## src/rtl/mem_stage_pkg.sv

```systemverilog
// Package: mem_stage_pkg
// Purpose: shared types and constants for the memory-access pipeline stage.
//   state_e : two-state handshake FSM (idle / waiting for memory ack)
//   CNT_W   : width of the wait-cycle counter used for the ack timeout
package mem_stage_pkg;

   typedef enum logic [0:0] {
      ST_IDLE = 1'b0,
      ST_WAIT = 1'b1
   } state_e;

   localparam int CNT_W = 8;

endpackage : mem_stage_pkg

```

## src/rtl/mem_stage.sv

```systemverilog
// Module: mem_stage
// Purpose: memory-access pipeline stage. Non-memory instructions pass through
//   with one cycle of latency. Loads and stores issue a single memory request
//   and wait for mem_ack, giving up after TIMEOUT wait cycles. Every accepted
//   instruction produces exactly one valid_out pulse.
// Ports:
//   clock, reset                  - clock and synchronous active-high reset
//   valid_in / ready_in           - upstream handshake (ready only when idle)
//   is_load, is_store             - operation kind (both set means store)
//   instruction, address,
//   write_data                    - upstream payload
//   mem_req, mem_we, mem_addr,
//   mem_wdata, mem_rdata, mem_ack - memory request interface
//   valid_out, mem_out,
//   address_out, instruction_out,
//   err_out                       - downstream result bundle
module mem_stage
   import mem_stage_pkg::*;
#(
   parameter int DATA_W  = 20,
   parameter int ADDR_W  = 20,
   parameter int INSTR_W = 20,
   parameter int TIMEOUT = 15
) (
   input  logic               clock,
   input  logic               reset,
   input  logic               valid_in,
   output logic               ready_in,
   input  logic               is_load,
   input  logic               is_store,
   input  logic [INSTR_W-1:0] instruction,
   input  logic [ADDR_W-1:0]  address,
   input  logic [DATA_W-1:0]  write_data,
   output logic               mem_req,
   output logic               mem_we,
   output logic [ADDR_W-1:0]  mem_addr,
   output logic [DATA_W-1:0]  mem_wdata,
   input  logic [DATA_W-1:0]  mem_rdata,
   input  logic               mem_ack,
   output logic               valid_out,
   output logic [DATA_W-1:0]  mem_out,
   output logic [ADDR_W-1:0]  address_out,
   output logic [INSTR_W-1:0] instruction_out,
   output logic               err_out
);

   // The request has been outstanding for TIMEOUT cycles when the counter,
   // which counts completed ack-less wait cycles, sits at TIMEOUT-1.
   localparam logic [CNT_W-1:0] CNT_LAST = CNT_W'(TIMEOUT - 1);

   state_e               state_q,     state_d;
   logic [CNT_W-1:0]     cnt_q,       cnt_d;
   logic                 mem_req_q,   mem_req_d;
   logic                 mem_we_q,    mem_we_d;
   logic [ADDR_W-1:0]    mem_addr_q,  mem_addr_d;
   logic [DATA_W-1:0]    mem_wdata_q, mem_wdata_d;
   logic [INSTR_W-1:0]   instr_cap_q, instr_cap_d;
   logic                 valid_out_q, valid_out_d;
   logic [DATA_W-1:0]    mem_out_q,   mem_out_d;
   logic [ADDR_W-1:0]    addr_out_q,  addr_out_d;
   logic [INSTR_W-1:0]   instr_out_q, instr_out_d;
   logic                 err_q,       err_d;

   // Next-state and next-output logic for the idle/wait handshake FSM.
   always_comb begin
      state_d     = state_q;
      cnt_d       = cnt_q;
      mem_req_d   = mem_req_q;
      mem_we_d    = mem_we_q;
      mem_addr_d  = mem_addr_q;
      mem_wdata_d = mem_wdata_q;
      instr_cap_d = instr_cap_q;
      valid_out_d = 1'b0;
      mem_out_d   = mem_out_q;
      addr_out_d  = addr_out_q;
      instr_out_d = instr_out_q;
      err_d       = err_q;

      case (state_q)
         ST_IDLE: begin
            if (valid_in && (is_load || is_store)) begin
               // Capture the request; mem_addr/mem_wdata stay frozen until done.
               state_d     = ST_WAIT;
               cnt_d       = {CNT_W{1'b0}};
               mem_req_d   = 1'b1;
               mem_we_d    = is_store;
               mem_addr_d  = address;
               mem_wdata_d = write_data;
               instr_cap_d = instruction;
            end else if (valid_in) begin
               valid_out_d = 1'b1;
               mem_out_d   = {DATA_W{1'b0}};
               err_d       = 1'b0;
               addr_out_d  = address;
               instr_out_d = instruction;
            end else begin
               // Idle with nothing offered; a stray mem_ack is ignored here.
               state_d = ST_IDLE;
            end
         end

         ST_WAIT: begin
            if (mem_ack) begin
               // Ack has priority over a timeout landing on the same cycle.
               state_d     = ST_IDLE;
               cnt_d       = {CNT_W{1'b0}};
               mem_req_d   = 1'b0;
               valid_out_d = 1'b1;
               mem_out_d   = mem_we_q ? {DATA_W{1'b0}} : mem_rdata;
               err_d       = 1'b0;
               addr_out_d  = mem_addr_q;
               instr_out_d = instr_cap_q;
            end else if (cnt_q == CNT_LAST) begin
               state_d     = ST_IDLE;
               cnt_d       = {CNT_W{1'b0}};
               mem_req_d   = 1'b0;
               valid_out_d = 1'b1;
               mem_out_d   = {DATA_W{1'b0}};
               err_d       = 1'b1;
               addr_out_d  = mem_addr_q;
               instr_out_d = instr_cap_q;
            end else begin
               cnt_d = cnt_q + {{(CNT_W-1){1'b0}}, 1'b1};
            end
         end

         default: begin
            state_d   = ST_IDLE;
            cnt_d     = {CNT_W{1'b0}};
            mem_req_d = 1'b0;
         end
      endcase
   end

   // State and output registers with synchronous reset; reset mid-request
   // drops mem_req and suppresses the pending valid_out.
   always_ff @(posedge clock) begin
      if (reset) begin
         state_q     <= ST_IDLE;
         cnt_q       <= {CNT_W{1'b0}};
         mem_req_q   <= 1'b0;
         mem_we_q    <= 1'b0;
         mem_addr_q  <= {ADDR_W{1'b0}};
         mem_wdata_q <= {DATA_W{1'b0}};
         instr_cap_q <= {INSTR_W{1'b0}};
         valid_out_q <= 1'b0;
         mem_out_q   <= {DATA_W{1'b0}};
         addr_out_q  <= {ADDR_W{1'b0}};
         instr_out_q <= {INSTR_W{1'b0}};
         err_q       <= 1'b0;
      end else begin
         state_q     <= state_d;
         cnt_q       <= cnt_d;
         mem_req_q   <= mem_req_d;
         mem_we_q    <= mem_we_d;
         mem_addr_q  <= mem_addr_d;
         mem_wdata_q <= mem_wdata_d;
         instr_cap_q <= instr_cap_d;
         valid_out_q <= valid_out_d;
         mem_out_q   <= mem_out_d;
         addr_out_q  <= addr_out_d;
         instr_out_q <= instr_out_d;
         err_q       <= err_d;
      end
   end

   assign ready_in        = (state_q == ST_IDLE);
   assign mem_req         = mem_req_q;
   assign mem_we          = mem_we_q;
   assign mem_addr        = mem_addr_q;
   assign mem_wdata       = mem_wdata_q;
   assign valid_out       = valid_out_q;
   assign mem_out         = mem_out_q;
   assign address_out     = addr_out_q;
   assign instruction_out = instr_out_q;
   assign err_out         = err_q;

endmodule : mem_stage
```

## config.mk

```make
export PLATFORM = sky130hd
export DESIGN_NAME = mem_stage
export DESIGN_NICKNAME = d
export VERILOG_FILES = /design/src/rtl/mem_stage_pkg.sv /design/src/rtl/mem_stage.sv
export SDC_FILE = /design/constraint.sdc
export NUM_CORES = 1
export LEC_CHECK = 0
export BUFFER_PORTS_ARGS = -buffer_cell sky130_fd_sc_hd__buf_2
export CORE_MARGIN = 1
export CORE_UTILIZATION = 35
export CTS_BUF_LIST = sky130_fd_sc_hd__clkbuf_4
export CTS_CLUSTER_SIZE = 40
export DETAILED_ROUTE_END_ITERATION = 8
export PLACE_DENSITY_LB_ADDON = 0.08
export SETUP_SLACK_MARGIN = 0.1
export SYNTH_ARGS = -nofsm -noshare
export SYNTH_HDL_FRONTEND = slang
export SYNTH_SLANG_ARGS = --single-unit
```

## constraint.sdc

```tcl
create_clock -name clock -period 3.6 [get_ports clock]
set_input_delay 0.36 -clock clock [delete_from_list [all_inputs] [get_ports clock]]
set_output_delay 0.36 -clock clock [all_outputs]
set_load 0.05 [all_outputs]
```

# Word-level counts from Yosys, hierarchy flattened
# Index checks and enable logic that the tools add are counted.
[classes] n_reduce_logical=5 n_lt_le_gt_ge=0 n_eq_ne=5 bitwise_logic=1 shift=0 n_addsub=1 div_mod_pow=0 multipliers=0 muxes=38
[op_table] operator="20-bit two-way mux" n=13
[op_table] operator="20-bit one-hot mux with 2 select lines" n=3
[op_table] operator="8-bit two-way mux" n=3
[op_table] operator="8-bit one-hot mux with 2 select lines" n=1
[op_table] operator="1-bit two-way mux" n=14
[op_table] operator="8-bit by 1-bit adder with 8-bit output, second input constant" n=1
[op_table] operator="8-bit by 4-bit equality test with 1-bit output, second input constant" n=1
[op_table] operator="1-bit one-hot mux with 2 select lines" n=4
[op_table] operator="2-bit != test, second input constant" n=2
[op_table] operator="2-bit AND reduction" n=2
[op_table] operator="3-bit by 2-bit != test with 1-bit output, second input constant" n=1
[op_table] operator="3-bit AND reduction" n=1
[op_table] operator="2-bit by 1-bit != test with 1-bit output, second input constant" n=1
[op_table] operator="1-bit logical AND" n=1
[op_table] operator="1-bit logical OR" n=1
[op_table] operator="1-bit NOT" n=1
[totals] word_cells=62 mem_bits_rw=0 n_memories=0 out_inout_bits=105 inputBits=86 register_bits=133 rom_bits=0 latch_bits=0

# Longest topological paths before layout
# Gate-level depths: netlist of the first run.
[depth] ltp_word=4 depth_mapped=7 ltp_nobuf=6

# Worst setup path after synthesis of the first run
# Ideal clock, no wire load.
[synth_path] path_type="reg-to-reg" from="register cnt_q[0]" to="register instr_out_q[0] (netlist: instruction_out[0])" t_required_ns=3.481 arrival_time_ns=1.623 period_less_slack_ns=1.742 n_path_buf=1 slack_ns=1.858 setup_time_ns=0.119 stages_incl_launch_ff=8 cell_sequence="dfxtp_1 inv_1 ha_1 and4b_1 a21boi_2 nand2_1 buf_4 o221a_2"
[synth_via] elab_chain_len=3
[synth_rtl] element="from (decl)" line_no="mem_stage.sv:52" source="logic [CNT_W-1:0] cnt_q, cnt_d;"
[synth_rtl] element="from (signal assigned)" line_no="mem_stage.sv:140" source="cnt_q <= {CNT_W{1'b0}};"
[synth_rtl] element="from (signal assigned)" line_no="mem_stage.sv:153" source="cnt_q <= cnt_d;"
[synth_rtl] element="8-bit by 4-bit equality test with 1-bit output" line_no="mem_stage.sv:113" source="end else if (cnt_q == CNT_LAST) begin"
[synth_rtl] element="3-bit by 2-bit != test with 1-bit output (no line)"
[synth_rtl] element="3-bit AND reduction (no line)"
[synth_rtl] element="to (signal assigned)" line_no="mem_stage.sv:149" source="instr_out_q <= {INSTR_W{1'b0}};"
[synth_rtl] element="to (signal assigned)" line_no="mem_stage.sv:162" source="instr_out_q <= instr_out_d;"
[synth_rtl] element="to (decl)" line_no="mem_stage.sv:61" source="logic [INSTR_W-1:0] instr_out_q, instr_out_d;"
# Every way passes these cells.
# A chain may end at the register's enable or synchronous reset.

# Final worst setup path of the first run
[layout_path] from="register state_q" to="register addr_out_q[2] (netlist: address_out[2])"
[layout_via] elab_chain_len=3 word_cells_on_any_way=6 classes_between="eq/ne: 3; mux: 1; bitwise: 1; reduce/logical: 1"
[layout_rtl] element="from (decl)" line_no="mem_stage.sv:51" source="state_e state_q, state_d;"
[layout_rtl] element="from (signal assigned)" line_no="mem_stage.sv:152" source="state_q <= state_d;"
[layout_rtl] element="1-bit NOT (no line)"
[layout_rtl] element="2-bit != test (no line)"
[layout_rtl] element="3-bit AND reduction (no line)"
[layout_rtl] element="to (signal assigned)" line_no="mem_stage.sv:148" source="addr_out_q <= {ADDR_W{1'b0}};"
[layout_rtl] element="to (signal assigned)" line_no="mem_stage.sv:161" source="addr_out_q <= addr_out_d;"
[layout_rtl] element="to (decl)" line_no="mem_stage.sv:60" source="logic [ADDR_W-1:0] addr_out_q, addr_out_d;"
# Parallel ways exist; a longest one is shown, timed or not.

==> results of run 1 <==
-- cells by family (layout without fill, tap and decap cells) --
| group | count (synthesis) | in the layout | synth area share [%] |
|---|---|---|---|
| xor gates and xnor gates | 1 | 1 | 0.177 |
| muxes | 1 | 1 | 0.202 |
| and+or+nand+nor | 236 | 236 | 19.2 |
| DFF | 133 | 133 | 53.7 |
| other | 0 | 2 | 0 |
| AOI/OAI and AO/OA | 142 | 142 | 21.8 |
| buffers and inverters | 46 | 234 | 4.44 |
| adders and majority gates | 2 | 2 | 0.505 |
-- final timing paths --
path	start	depth (start not counted)	end	slack [ns]
worst max-delay path	state_q	3	address_out[2]	1.15
worst min-delay path	mem_rdata[19]	2	mem_out[19]	0.06
worst max register to register	state_q	3	address_out[2]	1.15
worst min register to register	mem_wdata[17]	2	mem_wdata[17]	0.46
-- cell usage in the layout, fill, tap and decap left out, drive strengths merged, types with 3 or more instances in the layout --
cell type / instances
buf: 195
dfxtp: 133
nand2: 128
nor2: 88
a21oi: 66
o221a: 40
a22o: 22
clkbuf: 20
clkinv: 7
nand2b: 4
dlygate4sd3: 4
inv: 3
nand3: 3
a31oi: 3
bufinv: 3
a211oi: 3
-- metal layers --
layer | vias to the layer above | track usage, % | routed length (um)
li1 | 2288 | - | -
met1 | 2183 | 23.2 | 6150
met2 | 147 | 31.1 | 6500
met3 | 12 | 6.91 | 1020
met4 | 0 | 7.56 | 238
met5 | - | 0 | 0
-- flip-flops by register name, indices dropped and copies added, names as in the netlist --
register         cells
mem_wdata           20
valid_out            1
mem_out             20
err_out              1
cnt_q                8
mem_req              1
instruction_out     20
instr_cap_q         20
mem_we               1
state_q              1
mem_addr            20
address_out         20
-- final cells by class --
class / instances / area share (%)
Multi-Input combinational cell: 382 / 33.1
Sequential cell: 133 / 42.2
Clock buffer: 20 / 2.38
Inverter: 3 / 0.178
Antenna cell: 2 / 0.0793
Timing Repair Buffer: 199 / 16.3
Tap cell: 180 / 3.57
Clock inverter: 12 / 2.16
-- where the power goes --
group          total [W]  switching [W]  internal [W]
combinational   0.000643       0.000466      0.000177
clock            0.00101       0.000517      0.000493
sequential       0.00161      0.0000523       0.00156
-- metrics by stage --
| stage | area, um2 | total power (W) | hold slack [ns] | cells | util [%] |
|---|---|---|---|---|---|
| after detailed placement | 5980 | 0.00229 | 0.445 | 893 | 43.3 |
| after global placement | 5980 | 0.00228 | 0.439 | 893 | 43.3 |
| final | 6310 | 0.00327 | 0.0642 | 931 | 45.7 |
| after floorplan | 4960 | 0.00211 | 0.434 | 561 | - |
| after global routing | 6310 | 0.00344 | 0.00194 | 931 | 45.7 |
| after CTS | 6290 | 0.00331 | 0.00454 | 927 | 45.5 |
-- critical path, stage by stage (launching register included) --
cell	delay, ns
sky130_fd_sc_hd__dfxtp_1	0.41
sky130_fd_sc_hd__or4b_4	0.82
sky130_fd_sc_hd__nand2_2	0.79
sky130_fd_sc_hd__o221a_2	0.35
-- repair_timing --
item,in CTS,in global routing
gates resized for setup,0,0
hold endpoints to repair,2,2
endpoints found under the setup margin,0,0
hold buffers,2,2
buffers inserted,0,0
==> impl_metrics.tcl, run 1 <==
set metrics [dict create \
    netlist_top_cells_area "sky130_fd_sc_hd__dfxtp_1 (54%), sky130_fd_sc_hd__nand2_1 (9.7%), sky130_fd_sc_hd__o221a_2 (9.1%), sky130_fd_sc_hd__a21oi_1 (6.7%), sky130_fd_sc_hd__nor2_1 (6.7%)" \
    max_cap_viol_count 0 \
    critPathArrivalTime_ns 2.91 \
    clock-sinks 133 \
    global_route.overflow_total 0 \
    dp_hpwl_um 8830 \
    grt_max_degree 70 \
    synth_edf_count 0 \
    ys.warnings.count 0 \
    rows 43 \
    total_leakage_power_nw 2.94 \
    grt_setup_unrepaired "no" \
    dr.pass1.iters 4 \
    worst_ep_required_time_ns 4.07 \
    cts-htree-levels 4 \
    route.vias.total 4630 \
    critical_path_class "register to register" \
    finalWeightedCongestion 0.753 \
    relSlewSlack_pct 18.1 \
    wire_length_of_the_first_global_routing_pass_um 21800 \
    outcome "complete, no violations" \
    drtAntennaViolNets 0 \
    critical_path.max_fanout 44 \
    fp.dieW_um 121 \
    initialDrtViolationCount 207 \
    syn_area_per_cell_um2 8.84 \
    via_per_instance_ratio 4.97 \
    netlist_instances 561 \
    core_mm2 0.0138 \
    power.ir.vdd_worst_mv 0.244 \
    ioPinCount 191 \
    clkLatencyLatePin_ns 0.52 \
    cts-buffers-inserted 17 \
    synth_top_cell_by_area "sky130_fd_sc_hd__dfxtp_1" \
    tightest_slew_ns 1.22 \
    max_freq_mhz 409 \
    flip_flop_and_latch_count_after_synthesis 133 \
    synthDistinctLibCells 35 \
    worst_setup_margin_ns 1.15 \
    pre_cts_ws_ns 1.04 \
    n_fill_cell 1369 \
    yosys.cell_count.top_type "sky130_fd_sc_hd__dfxtp_1" \
    ctsLongestPathBuffers 2 \
    final.period_utilization_pct 68.0 \
    finalWorstPathRequiredPeriod_ns 2.45 \
    total_nets_final 824 \
    routed_wire_length_per_instance_um 14.9 \
    synth.net_count 649 \
    timing.setup.tns_ns 0 \
    hold_viol 0 \
    worst_setup_path_start_kind "register" \
    share_of_layout_cells_above_drive_strength_1_pct 36.6 \
    remaining_drc_errors 0 \
    ys_dominant_reg_cell "sky130_fd_sc_hd__dfxtp_1" \
    seq_area_mm2 0.00266 \
    power_per_cell_area_mw_per_mm2 517 \
    antenna_found_initial 2 \
    routed_wirelength_um 13900 \
    synth_top_cells_by_count "sky130_fd_sc_hd__dfxtp_1 (133), sky130_fd_sc_hd__nand2_1 (128), sky130_fd_sc_hd__nor2_1 (88)" \
    layout-area-overhead-vs-synth_pct 27.4 \
    critPathCaptureType "register" \
    skew_ns 0.0204 \
    clockRootBuffer "sky130_fd_sc_hd__clkbuf_4" \
    floorplan.initialDensity_pct 35.9 \
    ys_seq_area_share_pct 53.7 \
    finalMaxSlewViolations 0 \
    synth_top_cell_area_share_pct 53.7 \
    final-setup-viol-count 0 \
    tritoncts "done" \
    proportion_of_synthesized_flip_flops_having_asynchronous_set_or_reset_pct 0 \
    die_area_mm2 0.0146 \
    hp-class "primary input to register" \
    grt.total_usage_pct 19.2 \
    synth_area_mm2 0.00496 \
    port_bufs 190 \
    clk_pin_slew_ns 0.11 \
    fp.dieH_um 121 \
    multiInputGateArea_mm2 0.00209 \
    grt_pass1_vias 4413 \
]
Note: power is estimated with default switching activity, not from simulation.
==> inputs of run 2 (changes only) <==
--- a/config.mk
+++ b/config.mk
@@ -5,6 +5,7 @@
 export SDC_FILE = /design/constraint.sdc
 export NUM_CORES = 1
 export LEC_CHECK = 0
+export ABC_AREA = 1
 export BUFFER_PORTS_ARGS = -buffer_cell sky130_fd_sc_hd__buf_2
 export CORE_MARGIN = 1
 export CORE_UTILIZATION = 35
==> constraint.sdc (replaced) <==
create_clock -name clock -period 2.5 [get_ports clock]
set_input_delay 0.25 -clock clock [delete_from_list [all_inputs] [get_ports clock]]
set_output_delay 0.25 -clock clock [all_outputs]
set_load 0.05 [all_outputs]
==> run 2 against run 1 <==
Setup slack got worse by 0.38 ns; sequential power grew 47%; largest power group unchanged; via count increased by 20%; first-iteration DRC count grew 96%; synthesized cell count is 35% higher; worst hold slack better by 0.082 ns; critical endpoint is now mem_out[10]; clock skew fell by 0.0011 ns; register-to-register slack worse by 0.38 ns; critical path depth grew 5; fmax up 41%.
==> impl_metrics.tcl, run 2 <==
set metrics [dict create \
    synth_top_cell_by_area "sky130_fd_sc_hd__dfxtp_1" \
    synthDistinctLibCells 25 \
    proportion_of_synthesized_flip_flops_having_asynchronous_set_or_reset_pct 0 \
    dr.pass1.iters 5 \
    max_cap_viol_count 0 \
    clock-sinks 133 \
    routed_wire_length_per_instance_um 12.2 \
    critical_path.endpoint "mem_out[10]" \
    worst_setup_path_startpoint "cnt_q[0]" \
    port_bufs 190 \
    max_freq_mhz 577 \
    synth_area_mm2 0.00566 \
    global_route.overflow_total 0 \
    relSlewSlack_pct 58.8 \
    die_area_mm2 0.0167 \
    critical-path-slowest-cell "sky130_fd_sc_hd__dfxtp_1" \
    synth_top_cell_area_share_pct 47.1 \
    wire_length_of_the_first_global_routing_pass_um 24000 \
    critical_path.reg2reg.endpoint "mem_out[10]" \
    core_mm2 0.0158 \
    grt.total_usage_pct 18.1 \
    placed_instance_area_mm2 0.00670 \
    tightest_slew_ns 0.616 \
    clockRootBuffer "sky130_fd_sc_hd__clkbuf_4" \
    hp-class "primary input to register" \
    clk_pin_slew_ns 0.11 \
    yosys.cell_count.top_type "sky130_fd_sc_hd__nor2_1" \
    r2r_setup_slack_ns 0.77 \
    via_per_instance_ratio 4.52 \
    critical_path_class "register to register" \
    routed_wirelength_um 15000 \
    worstSetupPathDepth 8 \
    clkLatencyLatePin_ns 0.54 \
    critPathArrivalTime_ns 2.15 \
    cts-buffers-inserted 17 \
    share_of_layout_cells_above_drive_strength_1_pct 27.3 \
    total_nets_final 1090 \
    synth.net_count 846 \
    post-cts-setup-buffers 0 \
    skew_ns 0.0192 \
    grt_max_degree 60 \
    worst_r2r_startpoint "cnt_q[0]" \
    cts-htree-levels 4 \
    grt_pass1_vias 4995 \
    drtAntennaViolNets 0 \
    netlist_top_cells_area "sky130_fd_sc_hd__dfxtp_1 (47%), sky130_fd_sc_hd__a21oi_1 (12%), sky130_fd_sc_hd__nor2_1 (9.0%), sky130_fd_sc_hd__nand2_1 (5.8%), sky130_fd_sc_hd__o21ai_0 (5.7%)" \
    floorplan.initialDensity_pct 35.7 \
    reg_power_share_pct 44.7 \
    worstRegToRegCells 8 \
    layout-area-overhead-vs-synth_pct 38.3 \
    dp_hpwl_um 9300 \
    critPathCaptureType "register" \
    outcome "complete, no violations" \
    finish.instance_area_mm2 0.00782 \
    gate_power_share_pct 26.1 \
    netSwitchingFraction_pct 34.2 \
    instance_count_after_placement_with_tap_cells_included 1117 \
    total_leakage_power_nw 3.66 \
    family_with_the_most_delay_on_the_worst_path "simple AND/OR/NAND/NOR gates" \
    fp.dieH_um 129 \
    flip_flop_and_latch_count_after_synthesis 133 \
    fin_cells 1233 \
    hold_viol 0 \
    intPower_w 0.00350 \
    pre_cts_ws_ns 0.766 \
    synth_edf_count 0 \
    grt_setup_unrepaired "no" \
    power_per_cell_area_mw_per_mm2 679 \
    ys_dominant_reg_cell "sky130_fd_sc_hd__dfxtp_1" \
    timing.critical_path.slowest_cell_delay_ns 0.34 \
    tritoncts "done" \
    antenna_found_initial 1 \
    ys.warnings.count 0 \
    mostFrequentLayoutCell "sky130_fd_sc_hd__buf_2" \
    n_fill_cell 1608 \
    finalWeightedCongestion 0.757 \
    final-setup-viol-count 0 \
    final.period_utilization_pct 69.3 \
    clkPwrFrac_pct 29.2 \
    worst_ep_required_time_ns 2.91 \
    fin_total_pwr_w 0.00531 \
    synth_top_cells_by_count "sky130_fd_sc_hd__nor2_1 (135), sky130_fd_sc_hd__dfxtp_1 (133), sky130_fd_sc_hd__a21oi_1 (131)" \
    remaining_drc_errors 0 \
    netlist_instances 758 \
    layout_common_cells "sky130_fd_sc_hd__buf_2 (190), sky130_fd_sc_hd__nor2_1 (135), sky130_fd_sc_hd__dfxtp_1 (132)" \
    initialDrtViolationCount 405 \
    timing.setup.tns_ns 0 \
    crit_chain "inv_1, ha_1, nand3_1, o21bai_4, buf_12, nand2_8, nand2_2, a21oi_2" \
    finalWorstPathRequiredPeriod_ns 1.73 \
    p_switching_w 0.00181 \
    worst_setup_margin_ns 0.767 \
    worstPathBufferInverterCount 2 \
    syn_area_per_cell_um2 7.46 \
    route.vias.total 5570 \
    worst_setup_path_start_kind "register" \
    rows 46 \
    critical_path.max_fanout 59 \
    ctsLongestPathBuffers 2 \
    ys_seq_area_share_pct 47.1 \
    fp.dieW_um 129 \
    ioPinCount 191 \
    finalMaxSlewViolations 0 \
    power.ir.vdd_worst_mv 0.284 \
]
-- run 2: cell types whose count changed in the layout (fill, tap and decap cells not counted), moves of 38 or more --
cell / change
sky130_fd_sc_hd__inv_1: +44
sky130_fd_sc_hd__nand2_1: -38
sky130_fd_sc_hd__a21oi_1: +65
sky130_fd_sc_hd__nor2_1: +47
sky130_fd_sc_hd__nand3_1: +46
sky130_fd_sc_hd__dlygate4sd3_1: +78
sky130_fd_sc_hd__o221a_2: -40
sky130_fd_sc_hd__o21ai_0: +62
-- run 2: worst min-delay path by stage --
stage          slack [ns]   startpoint               to  cells after the start
2_1_floorplan        0.39     is_store           mem_we                      2
3_3_place_gp         0.45  mem_out[15]      mem_out[15]                      2
3_5_place_dp         0.45   mem_out[3]       mem_out[3]                      2
4_1_cts              0.08        reset  address_out[11]                      4
5_1_grt              0.13        reset  address_out[11]                      4
6_report             0.15        reset  address_out[11]                      4
-- run 2: power groups by stage --
stage | clock (W) | combinational (W) | sequential, W
finish | 0.00155 | 0.00138 | 0.00237
global route | 0.00170 | 0.00150 | 0.00239
CTS | 0.00162 | 0.00139 | 0.00237
detailed placement | 0 | 0.00129 | 0.00242
global placement | 0 | 0.00129 | 0.00242
floorplan | 0 | 0.000511 | 0.00289
-- run 2: stage by stage --
| stage | utilization (%) | hold WS (ns) |
|---|---|---|
| 2_1_floorplan | - | 0.395 |
| 3_3_place_gp | 42.3 | 0.454 |
| 3_5_place_dp | 42.3 | 0.452 |
| 4_1_cts | 49.4 | 0.0838 |
| 5_1_grt | 49.4 | 0.132 |
| 6_report | 49.4 | 0.146 |
-- run 2: logic make-up after synthesis --
| kind of cell | Yosys count | share of synthesized area, % |
|---|---|---|
| AO/OA/AOI/OAI | 217 | 20.7 |
| XOR/XNOR | 1 | 0.155 |
| adder cells (fa/ha/maj) | 2 | 0.442 |
| buffers and inverters | 110 | 9.73 |
| flip-flops | 133 | 47.1 |
| AND/OR/NAND/NOR | 295 | 21.9 |
-- run 2: worst reg2reg max path: cells and delay by family, from the launching register on --
kind | cells | cell delay [ns]
and+or+nand+nor | 3 | 0.47
buffers and inverters | 2 | 0.38
DFF | 1 | 0.34
AOI/OAI and AO/OA | 2 | 0.27
adders and majority gates | 1 | 0.15
-- run 2: routing by layer --
metal / share of wire, % / vias to the layer above / GRT usage [%]
met4: 2.1 / 0 / 8.17
met2: 45 / 151 / 28.0
li1: - / 2963 / -
met3: 4.7 / 23 / 4.62
met1: 48 / 2433 / 23.7
met5: 0 / - / 0
-- run 2: what timing repair did --
item,in CTS,in global routing
hold endpoints to repair,82,0
resized for setup,0,0
hold buffers,82,0
-- run 2: cell type report --
class                           instances  area [um2]  share of cell area [%]
Inverter                               50         188                    2.40
Clock buffer                           18         135                    1.73
Tap cell                              216         270                    3.46
Timing Repair Buffer                  285        1930                    24.7
Antenna cell                            2        5.00                  0.0640
Clock inverter                         14         165                    2.11
Sequential cell                       133        2660                    34.1
Multi-Input combinational cell        515        2460                    31.5
